$ cat src/rtl/cmp_pkg.sv
// Shared types and compare helper for the hysteresis comparator.
// Channel FSM states are exported so debug ports can carry them.
package cmp_pkg;

  typedef enum logic [1:0] {
    LOW     = 2'd0,
    PEND_HI = 2'd1,
    HIGH    = 2'd2,
    PEND_LO = 2'd3
  } hyst_state_t;

  localparam int MAX_W = 64;

  // Operands arrive zero-extended from a 'width'-bit field. Flipping the field's
  // sign bit maps two's-complement order onto plain unsigned order.
  function automatic logic gt_s(input logic [MAX_W-1:0] a,
                                input logic [MAX_W-1:0] b,
                                input logic             signed_mode,
                                input int               width);
    logic [MAX_W-1:0] flip;
    flip = signed_mode ? (MAX_W'(1) << (width - 1)) : '0;
    return (a ^ flip) > (b ^ flip);
  endfunction

endpackage

$ cat src/rtl/cmp_hyst_channel.sv
// One comparator channel: hysteresis FSM with debounce counter, rise pulse
// and sticky alarm. State is exported on o_state for observation.
module cmp_hyst_channel
  import cmp_pkg::*;
#(
  parameter int WIDTH    = 10,
  parameter int DEBOUNCE = 3,
  parameter int SIGNED   = 0
) (
  input  logic             clk,
  input  logic             reset,
  input  logic             i_valid,
  input  logic [WIDTH-1:0] i_sample,
  input  logic [WIDTH-1:0] i_thr_hi,
  input  logic [WIDTH-1:0] i_thr_lo,
  input  logic             i_clear,
  output logic             o_above,
  output logic             o_rise,
  output logic             o_sticky,
  output hyst_state_t      o_state
);

  localparam int CW = $clog2(DEBOUNCE + 1);
  localparam logic [CW:0] DEB_V = (CW + 1)'(DEBOUNCE);

  hyst_state_t   r_state;
  logic [CW-1:0] r_cnt;
  logic          r_rise;
  logic          r_sticky;

  hyst_state_t   w_state_next;
  logic [CW-1:0] w_cnt_next;
  logic          w_rise_next;
  logic          w_up_q;
  logic          w_dn_q;
  logic [CW:0]   w_cnt_inc;
  logic          w_run_done;

  assign w_up_q     = gt_s(MAX_W'(i_sample), MAX_W'(i_thr_hi), SIGNED != 0, WIDTH);
  assign w_dn_q     = gt_s(MAX_W'(i_thr_lo), MAX_W'(i_sample), SIGNED != 0, WIDTH);
  assign w_cnt_inc  = {1'b0, r_cnt} + (CW + 1)'(1);
  assign w_run_done = (w_cnt_inc == DEB_V);

  // Invalid cycles leave state and count untouched, so a run survives gaps.
  always_comb begin
    w_state_next = r_state;
    w_cnt_next   = r_cnt;
    w_rise_next  = 1'b0;
    if (i_valid) begin
      case (r_state)
        LOW: begin
          if (w_up_q) begin
            if (DEBOUNCE == 1) begin
              w_state_next = HIGH;
              w_cnt_next   = '0;
              w_rise_next  = 1'b1;
            end else begin
              w_state_next = PEND_HI;
              w_cnt_next   = CW'(1);
            end
          end
        end
        PEND_HI: begin
          if (w_up_q) begin
            if (w_run_done) begin
              w_state_next = HIGH;
              w_cnt_next   = '0;
              w_rise_next  = 1'b1;
            end else begin
              w_cnt_next = w_cnt_inc[CW-1:0];
            end
          end else begin
            w_state_next = LOW;
            w_cnt_next   = '0;
          end
        end
        HIGH: begin
          if (w_dn_q) begin
            if (DEBOUNCE == 1) begin
              w_state_next = LOW;
              w_cnt_next   = '0;
            end else begin
              w_state_next = PEND_LO;
              w_cnt_next   = CW'(1);
            end
          end
        end
        PEND_LO: begin
          if (w_dn_q) begin
            if (w_run_done) begin
              w_state_next = LOW;
              w_cnt_next   = '0;
            end else begin
              w_cnt_next = w_cnt_inc[CW-1:0];
            end
          end else begin
            w_state_next = HIGH;
            w_cnt_next   = '0;
          end
        end
        default: begin
          w_state_next = LOW;
          w_cnt_next   = '0;
        end
      endcase
    end
  end

  // Sticky takes the rise in the same edge as the pulse, so set beats clear.
  always_ff @(posedge clk) begin
    if (reset) begin
      r_state  <= LOW;
      r_cnt    <= '0;
      r_rise   <= 1'b0;
      r_sticky <= 1'b0;
    end else begin
      r_state  <= w_state_next;
      r_cnt    <= w_cnt_next;
      r_rise   <= w_rise_next;
      r_sticky <= (r_sticky & ~i_clear) | w_rise_next;
    end
  end

  assign o_above  = (r_state == HIGH) || (r_state == PEND_LO);
  assign o_rise   = r_rise;
  assign o_sticky = r_sticky;
  assign o_state  = r_state;

endmodule

$ cat src/rtl/cmp_hyst_monitor.sv
// Multi-channel hysteresis comparator: one debounced channel per sample slice
// of a_flat, shared thresholds and clear. state_dbg carries each channel's FSM state.
module cmp_hyst_monitor
  import cmp_pkg::*;
#(
  parameter int WIDTH    = 10,
  parameter int CHANNELS = 4,
  parameter int DEBOUNCE = 3,
  parameter int SIGNED   = 0
) (
  input  logic                      clk,
  input  logic                      reset,
  input  logic                      in_valid,
  input  logic [CHANNELS*WIDTH-1:0] a_flat,
  input  logic [WIDTH-1:0]          thr_hi,
  input  logic [WIDTH-1:0]          thr_lo,
  input  logic                      clear,
  output logic [CHANNELS-1:0]       above,
  output logic [CHANNELS-1:0]       rise,
  output logic [CHANNELS-1:0]       sticky,
  output logic                      out_valid,
  output logic [2*CHANNELS-1:0]     state_dbg
);

  logic        r_out_valid;
  hyst_state_t w_state [CHANNELS];

  for (genvar g = 0; g < CHANNELS; g++) begin : g_ch
    cmp_hyst_channel #(
      .WIDTH    (WIDTH),
      .DEBOUNCE (DEBOUNCE),
      .SIGNED   (SIGNED)
    ) u_ch (
      .clk      (clk),
      .reset    (reset),
      .i_valid  (in_valid),
      .i_sample (a_flat[g*WIDTH +: WIDTH]),
      .i_thr_hi (thr_hi),
      .i_thr_lo (thr_lo),
      .i_clear  (clear),
      .o_above  (above[g]),
      .o_rise   (rise[g]),
      .o_sticky (sticky[g]),
      .o_state  (w_state[g])
    );
    assign state_dbg[2*g +: 2] = w_state[g];
  end

  always_ff @(posedge clk) begin
    if (reset) r_out_valid <= 1'b0;
    else       r_out_valid <= in_valid;
  end

  assign out_valid = r_out_valid;

endmodule

$ cat config.mk
export PLATFORM = sky130hd
export DESIGN_NAME = cmp_hyst_monitor
export DESIGN_NICKNAME = d
export VERILOG_FILES = /design/src/rtl/cmp_pkg.sv /design/src/rtl/cmp_hyst_channel.sv /design/src/rtl/cmp_hyst_monitor.sv
export SDC_FILE = /design/constraint.sdc
export NUM_CORES = 1
export LEC_CHECK = 0
export ABC_AREA = 1
export BUFFER_PORTS_ARGS = -buffer_cell sky130_fd_sc_hd__buf_2
export CAP_MARGIN = 20
export CORE_ASPECT_RATIO = 2
export CORE_UTILIZATION = 30
export CTS_BUF_LIST = sky130_fd_sc_hd__clkbuf_8
export CTS_CLUSTER_SIZE = 14
export DETAILED_ROUTE_END_ITERATION = 10
export REMOVE_ABC_BUFFERS = 1
export SETUP_SLACK_MARGIN = 0.1
export SLEW_MARGIN = 20
export SYNTH_ARGS = -nofsm -noshare
export SYNTH_HDL_FRONTEND = slang
export SYNTH_SLANG_ARGS = --single-unit
$ cat constraint.sdc
create_clock -name clk -period 1.96 [get_ports clk]
set_input_delay 0.392 -clock clk [delete_from_list [all_inputs] [get_ports clk]]
set_output_delay 0.392 -clock clk [all_outputs]
set_load 0.005 [all_outputs]
# ---- Word level (Yosys, flattened, before mapping)
# Index checks and enable logic that the tools add are counted.
dict set report totals {
  ff_bits 25
  out_inout_bits 21
  word_cells 150
}
dict set report classes {
  add_sub_neg 4
  magnitude_cmp 8
  n_eq_ne 32
  muxes 64
  bitwise 9
  reduce_logical 16
}
# cell count
set ops {}
lappend ops {{$gt A10 B10 Y1} 8}
lappend ops {{$mux W2} 40}
lappend ops {{$pmux W2 S4} 8}
lappend ops {{$ne A3 B3 Y1 const B} 8}
lappend ops {{$reduce_and A5 Y1} 4}
lappend ops {{$eq A2 B2 Y1 const B} 8}
lappend ops {{$mux W1} 16}
lappend ops {{$ne A2 B1 Y1 const B} 8}
lappend ops {{$add A2 B1 Y3 const B} 4}
lappend ops {{$eq A3 B2 Y1 const B} 4}
lappend ops {{$reduce_and A3 Y1} 4}
lappend ops {{$eq A2 B1 Y1 const B} 4}
lappend ops {{$logic_not A2 Y1} 4}
lappend ops {{$and A1 B1 Y1} 4}
lappend ops {{$logic_or A1 B1 Y1} 4}
lappend ops {{$or A1 B1 Y1} 4}
lappend ops {{$not A1 Y1} 1}

# ---- Logic depth before layout (Yosys ltp)
dict set report logic_depth {
  ltp_word 7
  ltp_mapped 15
  depth_no_buf 15
}

# ---- By module
# A second synthesis with hierarchy kept.
dict set report unflattened {
  hier_cells 623
  hier_area_um2 3988.8
}
# module n_inst cells_each area_per_inst_um2 seq_area_each_um2
set modules_own_cells {}
lappend modules_own_cells {cmp_hyst_channel 4 155 989.7 120.1}
lappend modules_own_cells {cmp_hyst_monitor 1 3 30.0 20.0}

# ---- Worst setup path after synthesis
# No wires, ideal clock.
dict set report synth_path {
  kind {input to register}
  start {in thr_hi[9]}
  end {reg g_ch[0].u_ch.r_state[0]}
  arrival_ns 1.548
  required_time_ns 1.846
  path_slack_ns 0.298
  cell_stages 13
  n_path_buf 0
  cell_sequence {inv_1 > ha_1 > nand2_2 > nor2_4 > nand3_1 > nand3_2 > nand2_2 > nand2_2 > nand2_2 > nor2_4 > nand3_1 > nand2_1 > nor2_2}
}
dict set report synth_via {
  elab_chain_cells 3
  elab_cells_between_ends 6
  classes_between {1 x order compare; 2 x eq/ne; 2 x mux; 1 x reduce/logical}
}
# item line
set synth_rtl {}
lappend synth_rtl {{start, declared} cmp_hyst_monitor.sv:15} ;# input logic [WIDTH-1:0] thr_hi,
lappend synth_rtl {{$gt A10 B10 Y1 (*)} cmp_pkg.sv:22} ;# return (a ^ flip) > (b ^ flip);
lappend synth_rtl {{$ne A3 B3 Y1 (no line) (tied with other cells)} -}
lappend synth_rtl {{$reduce_and A5 Y1 (no line) or $pmux W2 S4 (tied branches)} -}
lappend synth_rtl {{end signal, assigned} cmp_hyst_channel.sv:117} ;# r_state <= w_state_next;
lappend synth_rtl {{end, declared} cmp_hyst_channel.sv:26} ;# hyst_state_t r_state;
# Mark *: on every way between the ends. The rest lies on a longest branch, timed or not.
# A chain may end at the register's enable or synchronous reset.

# ---- Final worst setup path
dict set report layout_path {
  start {in a_flat[5]}
  end {reg g_ch[0].u_ch.r_state[0]}
}
dict set report layout_via {
  elab_chain_cells 3
  elab_cells_between_ends 10
  classes_between {2 x order compare; 4 x eq/ne; 3 x mux; 1 x reduce/logical}
}
# item line
set layout_rtl {}
lappend layout_rtl {{start, declared} cmp_hyst_monitor.sv:14} ;# input logic [CHANNELS*WIDTH-1:0] a_flat,
lappend layout_rtl {{$gt A10 B10 Y1} cmp_pkg.sv:22}
lappend layout_rtl {{$ne A3 B3 Y1 (no line) (tied with other cells)} -}
lappend layout_rtl {{$reduce_and A5 Y1 (no line) or $pmux W2 S4 (tied branches)} -}
# Parallel ways exist; a longest one is shown, timed or not.

==> reports/qor.txt <==
STA
-------------------------------------------------------------------------------------
Min setup slack post-route                                                   0.225 ns
Max Slew Vio Count                                                                  0
Clk_skew                                                                   0.00607 ns
Worst slew margin                                                               0.625
Count of endpoints failing setup in the final report                                0
Endpoints failing hold                                                              0
Maximum frequency from static timing analysis                               0.577 GHz
Final Cycle Share                                                               0.885
Setup repair after global routing missed its margin                                no
Slew of the pin with the lowest slew margin                                  0.562 ns
Post-layout min period                                                        1.73 ns

POWER AND IR DROP
-------------------------------------------------------------------------------------
Combinational cell fraction of total power                                      0.530
Sum of internal, switching and leakage power                                  2.09 mW
Total net switching power                                                      942 uW
Switching fraction of total power                                               0.451
Cell-internal power                                                           1.15 mW
Register share of total power                                                   0.314
Peak supply drop                                                           0.000377 V
Part of the power in the clock network                                          0.156
Leak pwr                                                                      2.70 nW
Power density of the placed cells                                         463 nW/um^2

SYNTHESIS
-------------------------------------------------------------------------------------
Count of different cell masters after synthesis                                    24
Dominant combinational cell family by area after synthesis               simple AND/OR/NAND/NOR gates
Most frequent cells after synthesis                                      nand2_1, inv_1, ha_1, nor2_1, nand2_2
Post-synthesis instance area                                               3960 sq um
Cell type with the largest total area after synthesis                            ha_1
Number of enable flip-flop cells after synthesis                                    0
Post-Synth Adder-Cell Area                                                      0.253
Top cells by area in the synthesized netlist                             ha_1, nand2_1, dfxtp_1, inv_1, nor2_1
Synth Area in Compound Gates                                                   0.0487
Post-Synthesis Cells                                                              619
Mux share of post-synthesis cell area                                               0
Predominant post-synthesis flop cell                                          dfxtp_1
Synthesized flop and latch total                                                   25
Syn avg cell area                                                          6.40 sq um
Leading cell type by number of instances after synthesis                      nand2_1
Seq/Total Area, Yosys                                                           0.126
XOR/XNOR share of the synthesized area                                              0
Warnings, synthesis                                                                 0
Simple-gate area share of the yosys netlist                                     0.411
Top cell type's share of synthesized area                                       0.253
Post-synthesis async set-or-reset flop share                                        0

PLACE
-------------------------------------------------------------------------------------
HPWL reported at the end of detailed placement                                9260 um
Post-placement cell count                                                         838
Port bufs                                                                          84
Post-place setup slack                                                     -0.0899 ns
Placer Congestion                                                               0.829

GRT
-------------------------------------------------------------------------------------
Number of antenna violations at the first check in global routing                   0
Maximum number of pins on one net before global-route repair                       17
Aggregate global routing overflow                                                   0
Vias in the first global route                                                   3612
All-Layer GR Usage                                                              0.154
First-pass GRT wire length                                                   16600 um

WORST SETUP PATH
-------------------------------------------------------------------------------------
Endpoint kind of the worst setup timing path                                 register
Worst R2R Start                                                          g_ch[0].u_ch.o_state[0]
Critical path class                                                      input port to register
Startpoint type of the worst setup path                                    input port
Crit. Startpoint                                                            a_flat[5]
Worst endpoint data arrival time                                              1.92 ns
Setup slack of the most critical reg-to-reg path                              0.57 ns
Worst path required time                                                      2.15 ns
Worst-path fanout max                                                               3

FLOORPLANNING
-------------------------------------------------------------------------------------
Horiz. Die Dim                                                                83.2 um
Initial core utilization                                                        0.306
Site Rows                                                                          59
Area of the placeable core                                                12900 sq um
Floorplan die height                                                           164 um
IO Count                                                                           85
DIE AREA                                                                  13700 sq um

ROUTE
-------------------------------------------------------------------------------------
Routed length on met2                                                         5910 um
Average vias per placed instance                                                 4.45
DRC violations left                                                                 0
Wl on met1                                                                    3660 um
Wirelength, routed                                                           10200 um
First-pass detailed-route iteration total                                           4
Average wire per cell in the routed design                                    12.1 um
Count of routing violations after the opening detailed-route iteration            106
Overall via count from detail_route                                              3746
Total met3 wirelength after detailed routing                                   174 um
Highest signal layer in the routed design                                        met4
Post-route ant nets                                                                 0

CLOCK NETWORK
-------------------------------------------------------------------------------------
Clock-pin transition on the worst setup and hold timing paths                 0.09 ns
TritonCTS Sinks                                                                    25
Clock buffer count from CTS                                                         3
Bufs on Longest Clock Path                                                          2
CTS root buf                                                                 clkbuf_8
Maximum level of the CTS H-tree                                                     1
Number of buffers inserted for hold repair after clock tree synthesis               0
# Post-CTS Setup Buffers                                                            0
CTS tree                                                                        built
Clock latency on the worst-skew pair                                          0.28 ns
Post-CTS Resized                                                                    0

MIN PATH
-------------------------------------------------------------------------------------
Origin of the worst min-delay path                                              reset
Hold/Removal Path Class                                                  input port to register

LAYOUT
-------------------------------------------------------------------------------------
Sequential cell area in the final layout                                    500 sq um
Final Core Density                                                              0.350
Layout overhead on the synthesized area                                         14.1%
Multi-input gate area in the final layout                                  2820 sq um
Antenna diode count                                                                 0
Final cell count without fillers                                                  842
# fillers                                                                        1438
Final-stage net count                                                             835
Layout cell share with drive strength beyond 1                                  0.252

FLOW RUN
-------------------------------------------------------------------------------------
# Max-Cap Violations                                                                0

STATUS
-------------------------------------------------------------------------------------
Outcome                                                                  finished clean

==> final timing paths <==
path | endpoint | depth (start not counted)
max | g_ch[0].u_ch.o_state[0] | 14
min | g_ch[0].u_ch.r_cnt[1] | 2
max reg2reg | g_ch[0].u_ch.o_state[0] | 8
min reg2reg | g_ch[2].u_ch.o_sticky | 2
==> area by class of cell <==
class / count / share of cell area
Multi-Input combinational cell: 438 / 0.624
Timing Repair Buffer: 88 / 0.0997
Clock buffer: 3 / 0.00914
Sequential cell: 25 / 0.111
Inverter: 135 / 0.112
Tap cell: 152 / 0.0421
Clock inverter: 1 / 0.00166
==> layer usage <==
metal | track usage | vias up
met5 | 0 | -
met4 | 0.0776 | 0
met3 | 0.00650 | 17
met2 | 0.328 | 48
met1 | 0.143 | 1644
li1 | - | 2037
==> worst max-delay path, cell delays in order <==
cell	delay, ns
buf_2	0.11
inv_1	0.04
ha_1	0.29
nand2_1	0.08
nor2_2	0.25
nand3_1	0.13
nand3_2	0.11
nand2_2	0.07
nand2_4	0.08
inv_2	0.04
nor2_4	0.11
nand3_1	0.08
nand2_1	0.09
nor2_2	0.04
==> through the flow <==
step | TNS (ns) | hold slack, ns | area [sq um]
2_1_floorplan | 0 | 0.454 | 3830
3_3_place_gp | -0.372 | 0.459 | 4470
3_5_place_dp | -0.565 | 0.460 | 4470
4_1_cts | 0 | 0.370 | 4520
5_1_grt | 0 | 0.374 | 4520
6_report | 0 | 0.374 | 4520
==> sequential cells by signal (all words and copies together) (netlist names) <==
register            cells
g_ch.u_ch.o_state       8
g_ch.u_ch.r_cnt         8
out_valid               1
g_ch.u_ch.o_rise        4
g_ch.u_ch.o_sticky      4
==> placed cells by master (no fill, tap or decap) <==
cell type	synthesis	routed
nand4_2	1	1
inv_1	131	131
nor2_2	11	11
o21ai_2	1	1
buf_2	3	84
nand4_1	7	7
nand3_4	1	1
nand3_2	18	18
a21oi_1	27	27
nand2_2	28	28
and3_1	2	2
inv_2	4	4
nand2_1	148	148
nand3_1	26	26
nor3_1	5	5
nor2_4	16	16
ha_1	80	80
a21oi_2	1	1
o21ai_1	8	8
dfxtp_1	25	25
clkbuf_8	0	3
nand2_4	1	1
clkinvlp_4	0	1
nor2_1	57	57
buf_4	13	4
==> kinds of logic (layout without fill, tap and decap cells) <==
kind of cell,Yosys count,in the layout
AOI/OAI and AO/OA,37,37
DFF,25,25
adders and majority gates,80,80
and+or+nand+nor,321,321
buffers and inverters,156,227
==> power groups by stage <==
stage | registers, mW | clock network, mW | logic, mW
after floorplan | 0.652 | 0 | 0.785
after detailed placement | 0.670 | 0 | 1.12
after global routing | 0.670 | 0.358 | 1.28
after CTS | 0.659 | 0.348 | 1.13
after global placement | 0.670 | 0 | 1.11
final | 0.655 | 0.326 | 1.11
Note: power is estimated with default switching activity, not from simulation.
